==> src/rtl/seq_pattern_tx_pkg.sv <==
// Shared types and helpers for the serial pattern transmitter.
// The GAP state is only reachable when SEQ_PATTERN_TX_GAP_EN is defined.
package seq_pattern_tx_pkg;

  typedef enum logic [1:0] {
    StIdle,
    StShift,
    StGap,
    StDone
  } state_e;

  function automatic int unsigned calc_len_w(input int unsigned width);
    return $clog2(width) + 1;
  endfunction

  // A zero or oversize length selects the full register width.
  function automatic int unsigned eff_len(input int unsigned len, input int unsigned width);
    return (len == 0 || len > width) ? width : len;
  endfunction

  function automatic int unsigned eff_reps(input int unsigned reps);
    return (reps == 0) ? 1 : reps;
  endfunction

endpackage

==> src/rtl/seq_pattern_tx_shreg.sv <==
// Load/shift-left register. A load stores din already advanced by one bit, because the
// first bit (din[sel]) goes out on the same edge; shift_bit is the next bit to send.
module seq_pattern_tx_shreg #(
  parameter int unsigned WIDTH = 8,
  localparam int unsigned SEL_W = $clog2(WIDTH)
) (
  input  logic             clk,
  input  logic             rst,
  input  logic             load,
  input  logic             shift,
  input  logic [WIDTH-1:0] din,
  input  logic [SEL_W-1:0] sel,
  output logic             load_bit,
  output logic             shift_bit
);

  logic [WIDTH-1:0] data_q;

  always_ff @(posedge clk) begin
    if (rst) begin
      data_q <= '0;
    end else if (load) begin
      data_q <= din << 1;
    end else if (shift) begin
      data_q <= data_q << 1;
    end
  end

  assign load_bit  = din[sel];
  assign shift_bit = data_q[sel];

endmodule

==> src/rtl/seq_pattern_tx.sv <==
// Serial pattern transmitter: sends len bits MSB-first, reps times, then pulses done.
// Defining SEQ_PATTERN_TX_GAP_EN inserts one idle cycle between consecutive frames.
module seq_pattern_tx
  import seq_pattern_tx_pkg::*;
#(
  parameter int unsigned WIDTH = 8,
  parameter int unsigned REP_W = 4,
  localparam int unsigned LEN_W = calc_len_w(WIDTH)
) (
  input  logic             clk,
  input  logic             rst,
  input  logic             start,
  input  logic [WIDTH-1:0] pattern,
  input  logic [LEN_W-1:0] len,
  input  logic [REP_W-1:0] reps,
  output logic             ser_out,
  output logic             ser_valid,
  output logic             busy,
  output logic             done
);

  localparam int unsigned SEL_W = $clog2(WIDTH);

  state_e           state_q;
  logic [WIDTH-1:0] pat_q;
  logic [LEN_W-1:0] len_q;
  logic [LEN_W-1:0] bit_cnt_q;
  logic [REP_W-1:0] reps_q;
  logic [REP_W-1:0] frame_cnt_q;
  logic             ser_out_q;
  logic             ser_valid_q;
  logic             busy_q;
  logic             done_q;

  logic [LEN_W-1:0] len_eff;
  logic [REP_W-1:0] reps_eff;
  logic [LEN_W-1:0] sel_len;
  logic             last_bit;
  logic             last_frame;
  logic             sr_load;
  logic             sr_shift;
  logic [WIDTH-1:0] sr_din;
  logic [SEL_W-1:0] sr_sel;
  logic             load_bit;
  logic             shift_bit;

  always_comb begin
    len_eff    = LEN_W'(eff_len(32'(len), WIDTH));
    reps_eff   = REP_W'(eff_reps(32'(reps)));
    last_bit   = (bit_cnt_q == len_q - 1'b1);
    last_frame = (frame_cnt_q == reps_q - 1'b1);
    // In IDLE the register and tap come straight from the inputs being accepted.
    sr_din     = (state_q == StIdle) ? pattern : pat_q;
    sel_len    = (state_q == StIdle) ? len_eff : len_q;
    sr_sel     = SEL_W'(sel_len - 1'b1);
    sr_load    = 1'b0;
    sr_shift   = 1'b0;
    case (state_q)
      StIdle: sr_load = start;
      StShift: begin
        if (!last_bit) begin
          sr_shift = 1'b1;
        end else if (!last_frame) begin
`ifdef SEQ_PATTERN_TX_GAP_EN
          sr_load = 1'b0;
`else
          sr_load = 1'b1;
`endif
        end
      end
`ifdef SEQ_PATTERN_TX_GAP_EN
      StGap: sr_load = 1'b1;
`endif
      default: ;
    endcase
  end

  seq_pattern_tx_shreg #(
    .WIDTH(WIDTH)
  ) u_shreg (
    .clk      (clk),
    .rst      (rst),
    .load     (sr_load),
    .shift    (sr_shift),
    .din      (sr_din),
    .sel      (sr_sel),
    .load_bit (load_bit),
    .shift_bit(shift_bit)
  );

  always_ff @(posedge clk) begin
    if (rst) begin
      state_q     <= StIdle;
      pat_q       <= '0;
      len_q       <= '0;
      reps_q      <= '0;
      bit_cnt_q   <= '0;
      frame_cnt_q <= '0;
      ser_out_q   <= 1'b0;
      ser_valid_q <= 1'b0;
      busy_q      <= 1'b0;
      done_q      <= 1'b0;
    end else begin
      case (state_q)
        StIdle: begin
          if (start) begin
            state_q     <= StShift;
            pat_q       <= pattern;
            len_q       <= len_eff;
            reps_q      <= reps_eff;
            bit_cnt_q   <= '0;
            frame_cnt_q <= '0;
            ser_out_q   <= load_bit;
            ser_valid_q <= 1'b1;
            busy_q      <= 1'b1;
          end
        end
        StShift: begin
          if (!last_bit) begin
            bit_cnt_q <= bit_cnt_q + 1'b1;
            ser_out_q <= shift_bit;
          end else if (!last_frame) begin
            bit_cnt_q   <= '0;
            frame_cnt_q <= frame_cnt_q + 1'b1;
`ifdef SEQ_PATTERN_TX_GAP_EN
            state_q     <= StGap;
            ser_out_q   <= 1'b0;
            ser_valid_q <= 1'b0;
`else
            ser_out_q   <= load_bit;
`endif
          end else begin
            state_q     <= StDone;
            ser_out_q   <= 1'b0;
            ser_valid_q <= 1'b0;
            busy_q      <= 1'b0;
            done_q      <= 1'b1;
          end
        end
`ifdef SEQ_PATTERN_TX_GAP_EN
        StGap: begin
          state_q     <= StShift;
          ser_out_q   <= load_bit;
          ser_valid_q <= 1'b1;
        end
`endif
        StDone: begin
          state_q <= StIdle;
          done_q  <= 1'b0;
        end
        default: state_q <= StIdle;
      endcase
    end
  end

  assign ser_out   = ser_out_q;
  assign ser_valid = ser_valid_q;
  assign busy      = busy_q;
  assign done      = done_q;

endmodule

==> config.mk <==
export PLATFORM = sky130hd
export DESIGN_NAME = seq_pattern_tx
export DESIGN_NICKNAME = d
export VERILOG_FILES = /design/src/rtl/seq_pattern_tx_pkg.sv /design/src/rtl/seq_pattern_tx_shreg.sv /design/src/rtl/seq_pattern_tx.sv
export SDC_FILE = /design/constraint.sdc
export NUM_CORES = 1
export LEC_CHECK = 0
export CAP_MARGIN = 15
export CORE_MARGIN = 2
export CORE_UTILIZATION = 52
export CTS_BUF_LIST = sky130_fd_sc_hd__clkbuf_8
export CTS_CLUSTER_DIAMETER = 100
export DETAILED_ROUTE_END_ITERATION = 6
export GPL_ROUTABILITY_DRIVEN = 0
export PLACE_DENSITY = 0.84
export RECOVER_POWER = 50
export SYNTH_ARGS = -nofsm -noshare
export SYNTH_HDL_FRONTEND = slang
export SYNTH_SLANG_ARGS = --single-unit
==> constraint.sdc <==
create_clock -name clk -period 2.4 [get_ports clk]
set_clock_uncertainty 0.15 [all_clocks]
set_input_delay 0.48 -clock clk [delete_from_list [all_inputs] [get_ports clk]]
set_output_delay 0.48 -clock clk [all_outputs]
set_load 0.005 [all_outputs]
==> parameters.txt <==
Parameter                              Value

Run status
  Outcome    completed

Setup path
  Cell family with most CP delay    multiplexers
  Largest fanout on the critical path    6
  Cell Chain, Critical Path    nor2_4, mux2i_4, buf_4, mux4_2, nor2b_1, o22ai_1, a211oi_2
  Crit path buffers/inverters    1
  Maximum single-stage delay on the critical path    between 500 and 600 ps
  Kind of critical path    reg -> reg
  Cell with the largest stage delay on the worst path    sky130_fd_sc_hd__mux4_2
  Req. time, crit path    around 2400 ps
  Crit start category    flop
  Element type at the critical path end    flop
  Critical Path AT    about 2400 ps

Floorplan
  Site row count    22
  Placeable core area    about 3700 um^2
  I/O pin total    23
  Starting density of the core    approximately 54%
  Die extent in y    65.56 um
  Die footprint    4298 um^2
  Die extent in x    65.56 um

Synth
  Synthesized netlist cell count    approximately 220
  Post-synth ARST share    0%
  Register area share after synthesis    36.57%
  Combined area of all synthesized cells    1971 um^2
  Ys Warns    0
  Top cell type by total area after synthesis    sky130_fd_sc_hd__dfxtp_1
  Number of different library cells in the post-synthesis netlist    48
  Mean instance size in the synthesized netlist    8.917 um^2
  Flop and latch count out of synthesis    36
  Ranking of synthesized cells by area    sky130_fd_sc_hd__dfxtp_1, sky130_fd_sc_hd__nand2_1, sky130_fd_sc_hd__a21oi_1, sky130_fd_sc_hd__mux2i_1, sky130_fd_sc_hd__ha_1
  Ys flop type    sky130_fd_sc_hd__dfxtp_1
  Number of flops mapped to enable cells by yosys    0
  Net count of the mapped netlist    about 250
  Share of Yosys cell area claimed by the top area cell type    36.57%

Cells and area
  Post-layout net count    ~280
  Share of cells above drive strength 1    ~15%
  Fill cell count    approximately 300
  Most frequent cells in the layout    sky130_fd_sc_hd__nand2_1, sky130_fd_sc_hd__dfxtp_1, sky130_fd_sc_hd__a21oi_1
  Most frequent standard cell in the layout excluding fill and tap cells    sky130_fd_sc_hd__nand2_1
  Final antenna diode count    0
  Area growth, synth to finish    23.68%

Timing
  Endpoints failing setup    0
  Total count of hold-check failures in the final report    0
  Smallest hold slack    307.3 ps
  Number of slew-limit violations in the final report    0
  Share of the cycle needed by the critical path after routing    between 90 and 100%
  Remaining max-slew budget at the tightest pin    74.24%
  Sum Neg Setup Slack    0 ps
  Minimum period implied by the final worst setup slack    2320 ps
  Final critical-path setup slack    80.04 ps
  Fmax    431.0 MHz
  Transition time of the tightest slew-check pin    386.1 ps

Clock network
  Clk sink count    36
  Clock tree from TritonCTS    built
  Clock tree buffer depth    2
  Buffer type at the clock tree root    sky130_fd_sc_hd__clkbuf_8
  Later-pin clock latency in the skew report    290 ps
  Post-CTS clock slew at the launch and capture registers of the worst setup and hold paths    70 ps
  Cts-stage hold buffer count    0
  Total clock buffers created by CTS    5
  Number of levels in the clock H-tree    2

GRT
  GRT overflow    0
  Total global-route track usage    approximately a quarter
  Number of antenna violations at the first check in global routing    0
  Pin count of the biggest net entering global routing    28
  Met2 track demand over resource    between 30 and 40%
  Number of global-route vias before repair    ~1700
  Wire length of the first global-routing pass    ~7900 um
  GR met3 Demand/Resource    ~6.5%
  Met1 global-route usage    a little under a third
  Layer with the highest usage after global routing    met2

Place
  Count of port buffers added during placement    22
  Placement-stage worst setup slack    -401.9 ps
  Detailed-placement wirelength estimate    3339 um

Drt
  Detailed-route wire length    about 4600 um
  Average routed wire per standard cell    about 15 um
  Initial DRC count    105
  Number of optimization iterations in the first detailed-route pass    4
  Vias per Instance    approximately 6
  Antenna-violating nets left    0
  Number of design rule violations left after detail routing    0
  Vias after detailed routing    roughly 1800

Power and ir drop
  Switching share of total power    28.34%
  P_int    approximately 1 mW
  Peak supply drop    around 0.00037 V
  Relative contribution of combinational cells to total power    a little under a quarter
  Power share of the clock group    28.0%
  Leakage component of the power    ~1 nW
  Seq pwr share    around half
  Net switching power    0.3908 mW
  Total power per unit cell area    565.7 nW/um^2

Min path
  Hold Crit Class    reg -> reg

Job
  Max Cap Viol    0
==> synthesized netlist by cell type (2+ instances only) <==
| cell | number |
|---|---|
| sky130_fd_sc_hd__o22ai_1 | 2 |
| sky130_fd_sc_hd__nor3_1 | 9 |
| sky130_fd_sc_hd__mux2i_1 | 11 |
| sky130_fd_sc_hd__a211oi_1 | 2 |
| sky130_fd_sc_hd__nor2_1 | 9 |
| sky130_fd_sc_hd__nand3b_1 | 2 |
| sky130_fd_sc_hd__nand2_1 | 38 |
| sky130_fd_sc_hd__xnor2_1 | 5 |
| sky130_fd_sc_hd__and3_1 | 8 |
| sky130_fd_sc_hd__buf_4 | 3 |
| sky130_fd_sc_hd__clkbuf_1 | 5 |
| sky130_fd_sc_hd__o32ai_1 | 6 |
| sky130_fd_sc_hd__buf_2 | 2 |
| sky130_fd_sc_hd__mux4_2 | 2 |
| sky130_fd_sc_hd__ha_1 | 5 |
| sky130_fd_sc_hd__inv_1 | 7 |
| sky130_fd_sc_hd__a31oi_1 | 2 |
| sky130_fd_sc_hd__xor2_1 | 7 |
| sky130_fd_sc_hd__nor2b_1 | 5 |
| sky130_fd_sc_hd__a21oi_1 | 23 |
| sky130_fd_sc_hd__o21ai_0 | 2 |
| sky130_fd_sc_hd__nand3_1 | 5 |
| sky130_fd_sc_hd__dfxtp_1 | 36 |
==> metal layers <==
metal	vias up	share of wire (%)
met5	-	0
met4	0	1.6
met3	12	6.1
met2	62	47
met1	840	45
li1	864	-
==> logic make-up (layout without fill, tap and decap cells) <==
group / count (synthesis) / in the layout / synth area share [%]
simple gates: 84 / 84 / 21.52
compound gates: 49 / 49 / 16.57
xor+xnor: 14 / 14 / 7.682
fa+ha+maj: 5 / 5 / 3.175
flops: 36 / 36 / 36.57
mux: 15 / 15 / 10.35
buf+inv: 18 / 53 / 4.127
==> final timing paths <==
check	end	cells past startpoint	startpoint	slack [ps]
max	ser_out	7	state_q[1]	80
min	pat_q[2]	2	pat_q[2]	310
max reg2reg	ser_out	7	state_q[1]	80
min reg2reg	pat_q[2]	2	pat_q[2]	310
==> stage by stage <==
stage	instances	total power [mW]	util, %	cell area [um^2]
after floorplan	221	0.8762	-	1971
after detailed placement	298	0.9928	63.67	2331
after global routing	304	1.445	66.58	2437
after global placement	298	0.9819	63.67	2331
after CTS	303	1.380	65.96	2415
final	304	1.379	66.58	2437
==> worst register-to-register path, delay by kind of cell (launching register included) <==
| family | cells | cell delay, ps |
|---|---|---|
| flops | 1 | 380 |
| compound gates | 2 | 240 |
| buf+inv | 1 | 180 |
| mux | 2 | 830 |
| simple gates | 2 | 420 |
==> sequential cells by signal, indices dropped and copies added (netlist names) <==
name            flops
pat_q               8
u_shreg.data_q      7
bit_cnt_q           4
frame_cnt_q         4
len_q               4
reps_q              4
state_q             2
busy                1
done                1
ser_out             1
==> cell type report <==
type / instances / area, um^2 / area share (%)
Timing Repair Buffer: 41 / 355.3 / 14.58
Multi-Input combinational cell: 167 / 1206 / 49.49
Clock buffer: 5 / 68.82 / 2.823
Inverter: 7 / 26.28 / 1.078
Tap cell: 48 / 60.06 / 2.464
Sequential cell: 36 / 720.7 / 29.57
==> power by group through the flow <==
stage / sequential (mW) / combinational [mW] / clock, mW
2_1_floorplan: 0.668 / 0.208 / 0
3_3_place_gp: 0.675 / 0.307 / 0
3_5_place_dp: 0.677 / 0.316 / 0
4_1_cts: 0.663 / 0.325 / 0.391
5_1_grt: 0.667 / 0.358 / 0.420
6_report: 0.664 / 0.329 / 0.386
==> repair_timing <==
action                                  CTS  global route
resized for setup                         2             6
cloned                                    0             0
buffers inserted                          0             1
hold endpoints to repair                  0             0
pin swaps                                 0             2
endpoints found under the setup margin    1             9
Power figures use the tool's default switching activity.
